## src/rtl/oam_dma_ctrl.sv

```systemverilog
// Sprite DMA engine: snoops a CPU write to the DMA register, halts the CPU and copies one page
// into OAMDATA. Define OAM_DMA_PARITY_ALIGN_EN to add the odd-cycle ALIGN dummy read.
module oam_dma_ctrl #(
  parameter logic [15:0] DMA_REG_ADDR  = 16'h4014,
  parameter logic [15:0] OAM_DATA_ADDR = 16'h2004,
  parameter int unsigned XFER_LEN      = 256
) (
  input  logic        clock,
  input  logic        reset,
  input  logic        clock_en,
  input  logic [15:0] cpu_addr,
  input  logic        cpu_r_en,
  input  logic [7:0]  cpu_w_data,
  input  logic [7:0]  r_data,
  output logic        dma_active,
  output logic        cpu_halt,
  output logic [15:0] dma_addr,
  output logic        dma_r_en,
  output logic [7:0]  dma_w_data,
  output logic        dma_done
);

  localparam logic [7:0] LastIdx = 8'(XFER_LEN - 1);

  typedef enum logic [2:0] {
    StIdle,
    StHalt,
`ifdef OAM_DMA_PARITY_ALIGN_EN
    StAlign,
`endif
    StRead,
    StWrite
  } state_e;

  state_e     state_q, state_d;
  logic [7:0] page_q, page_d;
  logic [7:0] idx_q, idx_d;
  logic       done_q, done_d;

`ifdef OAM_DMA_PARITY_ALIGN_EN
  logic odd_q;

  // Tracks CPU get/put parity so the first read lands on the right half-cycle.
  always_ff @(posedge clock) begin
    if (reset) begin
      odd_q <= 1'b0;
    end else if (clock_en) begin
      odd_q <= ~odd_q;
    end
  end
`endif

  always_ff @(posedge clock) begin
    if (reset) begin
      state_q <= StIdle;
      page_q  <= '0;
      idx_q   <= '0;
      done_q  <= 1'b0;
    end else begin
      state_q <= state_d;
      page_q  <= page_d;
      idx_q   <= idx_d;
      done_q  <= done_d;
    end
  end

  always_comb begin
    state_d = state_q;
    page_d  = page_q;
    idx_d   = idx_q;
    done_d  = done_q;
    if (clock_en) begin
      done_d = 1'b0;
      unique case (state_q)
        StIdle: begin
          if (cpu_addr == DMA_REG_ADDR && !cpu_r_en) begin
            page_d  = cpu_w_data;
            idx_d   = '0;
            state_d = StHalt;
          end
        end
        StHalt: begin
`ifdef OAM_DMA_PARITY_ALIGN_EN
          state_d = odd_q ? StAlign : StRead;
`else
          state_d = StRead;
`endif
        end
`ifdef OAM_DMA_PARITY_ALIGN_EN
        StAlign: state_d = StRead;
`endif
        StRead:  state_d = StWrite;
        StWrite: begin
          if (idx_q == LastIdx) begin
            idx_d   = '0;
            done_d  = 1'b1;
            state_d = StIdle;
          end else begin
            idx_d   = idx_q + 8'd1;
            state_d = StRead;
          end
        end
        default: state_d = StIdle;
      endcase
    end
  end

  // Dummy cycles read $0000 so no register with read side effects is touched.
  always_comb begin
    dma_addr   = '0;
    dma_r_en   = 1'b1;
    dma_w_data = '0;
    unique case (state_q)
      StRead: dma_addr = {page_q, idx_q};
      StWrite: begin
        dma_addr   = OAM_DATA_ADDR;
        dma_r_en   = 1'b0;
        dma_w_data = r_data;
      end
      default: ;
    endcase
  end

  assign dma_active = (state_q != StIdle);
  assign cpu_halt   = (state_q != StIdle);
  assign dma_done   = done_q;

endmodule

```

## config.mk

```make
export PLATFORM = sky130hd
export DESIGN_NAME = oam_dma_ctrl
export DESIGN_NICKNAME = d
export VERILOG_FILES = /design/src/rtl/oam_dma_ctrl.sv
export SDC_FILE = /design/constraint.sdc
export NUM_CORES = 1
export LEC_CHECK = 0
export CORE_UTILIZATION = 34
export CTS_BUF_LIST = sky130_fd_sc_hd__clkbuf_4 sky130_fd_sc_hd__clkbuf_8 sky130_fd_sc_hd__clkbuf_16
export CTS_CLUSTER_DIAMETER = 100
export CTS_CLUSTER_SIZE = 10
export DETAILED_ROUTE_END_ITERATION = 12
export PLACE_DENSITY = 0.72
export SYNTH_ARGS = -nofsm -noshare
export SYNTH_HDL_FRONTEND = slang
export SYNTH_SLANG_ARGS = --single-unit
export TNS_END_PERCENT = 20
```

## constraint.sdc

```tcl
create_clock -name clock -period 2.92 [get_ports clock]
set_input_delay 0.438 -clock clock [delete_from_list [all_inputs] [get_ports clock]]
set_output_delay 0.438 -clock clock [all_outputs]
set_load 0.005 [all_outputs]
```

# [Word level (Yosys, flattened, before mapping)]
# Index checks and enable logic that the tools add are counted.
[totals] elab_cells=30 ff_bits=20
[classes] n_reduce_logical=8 n_addsub=1 muxes=11 n_eq_ne=6
[ops] op="$pmux 16 s2" count=1
[ops] op="$mux 8" count=3
[ops] op="$eq 16x15->1 const B" count=1
[ops] op="$pmux 8 s2" count=1
[ops] op="$pmux 3 s4" count=1
[ops] op="$add 8x1->8 const B" count=1
[ops] op="$eq 8x8->1 const B" count=1
[ops] op="$eq 3x2->1 const B" count=2
[ops] op="$reduce_and 3->1" count=2
[ops] op="$eq 3x1->1 const B" count=1
[ops] op="$logic_not 3->1" count=1
[ops] op="$mux 1" count=3
[ops] op="$mux 3" count=1
[ops] op="$reduce_bool 3->1" count=1
[ops] op="$mux 2" count=1
[ops] op="$ne 2x2->1 const B" count=1
[ops] op="$reduce_and 2->1" count=1
[ops] op="$reduce_bool 2->1" count=1
[ops] op="$logic_and 1x1->1" count=1
[ops] op="$logic_not 1->1" count=1

# [Logic depth before layout (Yosys ltp)]
# Gate-level depths: netlist of the first run.
[depth] word_depth=4 depth_mapped=6 ltp_nobuf=6

# [Least setup slack after synthesis of the first run]
# OpenSTA, ideal clock, no wires.
[synth_timing] path_kind="input to register" start="input port cpu_addr[10]" end="register idx_q[3]" arrival_time_ps=1873 slack_ps=977 setup_time_ps=70 path_stages=5 path_cell_list="nor4_2 -> nand4b_2 -> o31a_1 -> or4_1 -> a21oi_1"
[synth_via] elab_chain_len=4
[synth_rtl] element="start: declaration" line_no="11" rtl="input logic [15:0] cpu_addr,"
[synth_rtl] element="$eq 16x15->1" line_no="76" rtl="if (cpu_addr == DMA_REG_ADDR && !cpu_r_en) begin"
[synth_rtl] element="$logic_and 1x1->1" line_no="76"
[synth_rtl] element="$ne 2x2->1 (no line)"
[synth_rtl] element="$reduce_and 3->1 (no line)"
[synth_rtl] element="end signal: assignment" line_no="62" rtl="idx_q <= idx_d;"
[synth_rtl] element="end: declaration" line_no="37" rtl="logic [7:0] idx_q, idx_d;"
# Every way passes these cells.
# A chain may end at the register's enable or synchronous reset.

# [Worst setup path in the final report of the first run]
[layout_timing] start="register state_q[0]" end="output port dma_addr[11]"
[layout_via] elab_chain_len=2 elab_cells_between_ends=3 cone_classes="eq/ne: 2; mux: 1"
[layout_rtl] element="start: declaration" line_no="35" rtl="state_e state_q, state_d;"
[layout_rtl] element="start signal: assignment" line_no="55" rtl="state_q <= StIdle;"
[layout_rtl] element="start signal: assignment" line_no="60" rtl="state_q <= state_d;"
[layout_rtl] element="$eq 3x2->1" line_no="113" rtl="unique case (state_q)"
[layout_rtl] element="$pmux 16 s2 *" line_no="113"
[layout_rtl] element="end: declaration" line_no="17" rtl="output logic [15:0] dma_addr,"
# Mark *: on every way between the ends. The rest lies on a longest branch, timed or not.

==> flow_summary.toml, run 1 <==
[timing]
setup_viol = 0
grt_setup_unrepaired = "false"
finalCritPeriodShare = 0.928
tightest_slew_ps = 799
slew_headroom = 0.466
fin_crit_ps = 2710
fmax_ghz = 0.369
hold_viol = 0
fin_skew_ps = 1.43
fin_tns_setup_ps = 0
slew_violations = 0

[power]
p_per_area_nw_per_um2 = 250
leakagePower_uw = 0.000670
vdd_drop_max_mv = 0.223

[cts]
holdBufCountCts = 0
cts_buffer_depth = 2
cts_root_buffer = "clkbuf_4"
post_cts_resized = 0
h-tree-depth = 1
cts_tree = "yes"
cts_sinks = 19
clk_latency_ps = 310
postCtsSetupBuffers = 0
cts_buffers = 3
clk_pin_slew_ps = 110

[die]
rows = 20
initial_core_util = 0.366
dieArea_um2 = 3600
ios = 64
die_height_um = 60.0
core_um2 = 3130
fp.dieW_um = 60.0

[finish]
layout_commonest_cell = "clkdlybuf4s50_1"
final_util = 0.590
stdcell_area_um2 = 1850
antennaDiodeCount = 0
area_growth_pct = 61.3
drive_above_1_share = 0.0700
mostFrequentLayoutCells = "clkdlybuf4s50_1, dfxtp_1, and2_1, nor2_1, and3_1"
nets = 238

[route]
wl_per_cell_um = 13.4
drt_iter0_drc = 53
drc = 0
via_per_inst = 5.17
ant_nets = 0
dr_total_vias = 1261
drt_first_pass_iters = 4
routed_wl_mm = 3.28

[synth]
synth_area_um2 = 1140
synth_edf_count = 0
ys.flop_type = "dfxtp_1"
postSynth.asyncResetShare = 0
synth_nets = 175
ys_ff_latch = 19
synthCells = 138
ys_types = 38
seq_area_frac_synth = 0.332
syn_avg_cell_area_um2 = 8.30
synth_warnings = 0

[critical_path]
critPathMaxFanout = 21
start_kind = "flip-flop"
path_cells = "nor2b_1 -> and2_1 -> clkdlybuf4s50_1"
worstPathRequired_ps = 2480
path_buf_inv = 1
critical-path-top-delay-family = "simple AND/OR/NAND/NOR gates"
cp.arrival_ps = 2270
critPathKind = "reg -> out"
cp_slowest_cell = "nor2b_1"
crit_path_end_kind = "output port"
cpPeakStageDelay_ps = 710

[global_routing]
antenna_found_initial = 0
gr-total-overflow = 0
grt_max_degree = 22
grt_first_pass_wirelength_mm = 5.42
grt_pass1_vias = 1239
gr-usage-all-layers = 0.203

[placed_design]
numPortBuffers = 63
place_congestion = 0.768
dpl_cell_area_um2 = 1820
dp_hpwl_mm = 2.61

[job]
drv_cap = 0

[status]
status = "complete, no violations"

[worst_hold_path]
hp-class = "reg -> reg"
==> logic make-up after synthesis <==
logic type      share of synthesized area
compound gates                      0.158
flops                               0.332
fa+ha+maj                          0.0109
mux                                0.0699
simple gates                        0.384
buf+inv                            0.0448
==> metal layers <==
metal / global-route usage / wire (um)
met4: 0.0831 / 34
met3: 0.0628 / 186
met1: 0.217 / 1320
met2: 0.365 / 1740
met5: 0 / 0
==> through the flow <==
stage          setup slack (ps)  total power, uW  hold slack, ps  cells
2_1_floorplan               977              274             452    138
3_3_place_gp                453              322             456    240
3_5_place_dp                353              323             460    240
4_1_cts                     163              469             479    244
5_1_grt                   0.427              484             496    244
6_report                    210              462             477    244
==> worst min-delay path: cells and delay by family, from the launching register on <==
family / cells / cell delay, ps
flops: 1 / 330
simple gates: 1 / 60
compound gates: 1 / 50
==> final cells by class <==
cell class                      count  area, um2
Multi-Input combinational cell    108        713
Clock inverter                      1       7.51
Fill cell                         300       1280
Clock buffer                        3       22.5
Tap cell                           44       55.1
Inverter                            2       7.51
Timing Repair Buffer               67        661
Sequential cell                    19        380
==> worst paths after layout <==
| kind | startpoint | to | cells past startpoint | slack [ps] |
|---|---|---|---|---|
| worst max register to register | state_q[0] | idx_q[3] | 5 | 470 |
| worst min register to register | dma_done | dma_done | 2 | 480 |
| worst max-delay path | state_q[0] | dma_addr[11] | 3 | 210 |
| worst min-delay path | dma_done | dma_done | 2 | 480 |
==> report_power, final <==
group	switching, uW	internal, uW	leakage (uW)
clock network	92.0	52.4	0.0000139
logic	14.2	44.0	0.000504
registers	0.00102	259	0.000153
total	106	355	0.000670
==> registers in the layout (all words and copies together), names as in the netlist <==
name / cells
idx_q: 8
state_q: 2
dma_done: 1
page_q: 8
==> cell usage after synthesis (3+ instances only) <==
master / instances / area share
nor3b_1: 3 / 0.020
a21oi_1: 8 / 0.035
nand2b_1: 3 / 0.016
nand2_1: 5 / 0.016
and3_1: 12 / 0.066
nand3_1: 4 / 0.017
dfxtp_1: 19 / 0.33
and2_1: 15 / 0.082
mux2i_1: 8 / 0.070
o21ai_0: 6 / 0.026
clkbuf_1: 5 / 0.016
nor2b_1: 3 / 0.016
nor2_1: 14 / 0.046
No activity file was read; power rests on OpenSTA's default activity.
==> inputs of run 2 (changes only) <==
--- a/config.mk
+++ b/config.mk
@@ -6,7 +6,6 @@
 export NUM_CORES = 1
 export LEC_CHECK = 0
 export CORE_UTILIZATION = 34
-export CTS_BUF_LIST = sky130_fd_sc_hd__clkbuf_4 sky130_fd_sc_hd__clkbuf_8 sky130_fd_sc_hd__clkbuf_16
 export CTS_CLUSTER_DIAMETER = 100
 export CTS_CLUSTER_SIZE = 10
 export DETAILED_ROUTE_END_ITERATION = 12
==> results of run 2 <==
Final layout, timing and power as in run 1 (identical DEF).
==> inputs of run 3 (changes only) <==
--- a/config.mk
+++ b/config.mk
@@ -10,6 +10,7 @@
 export CTS_CLUSTER_SIZE = 10
 export DETAILED_ROUTE_END_ITERATION = 12
 export PLACE_DENSITY = 0.72
+export SLEW_MARGIN = 20
 export SYNTH_ARGS = -nofsm -noshare
 export SYNTH_HDL_FRONTEND = slang
 export SYNTH_SLANG_ARGS = --single-unit
==> results of run 3 <==
Final layout, timing and power as in run 1 (identical DEF).
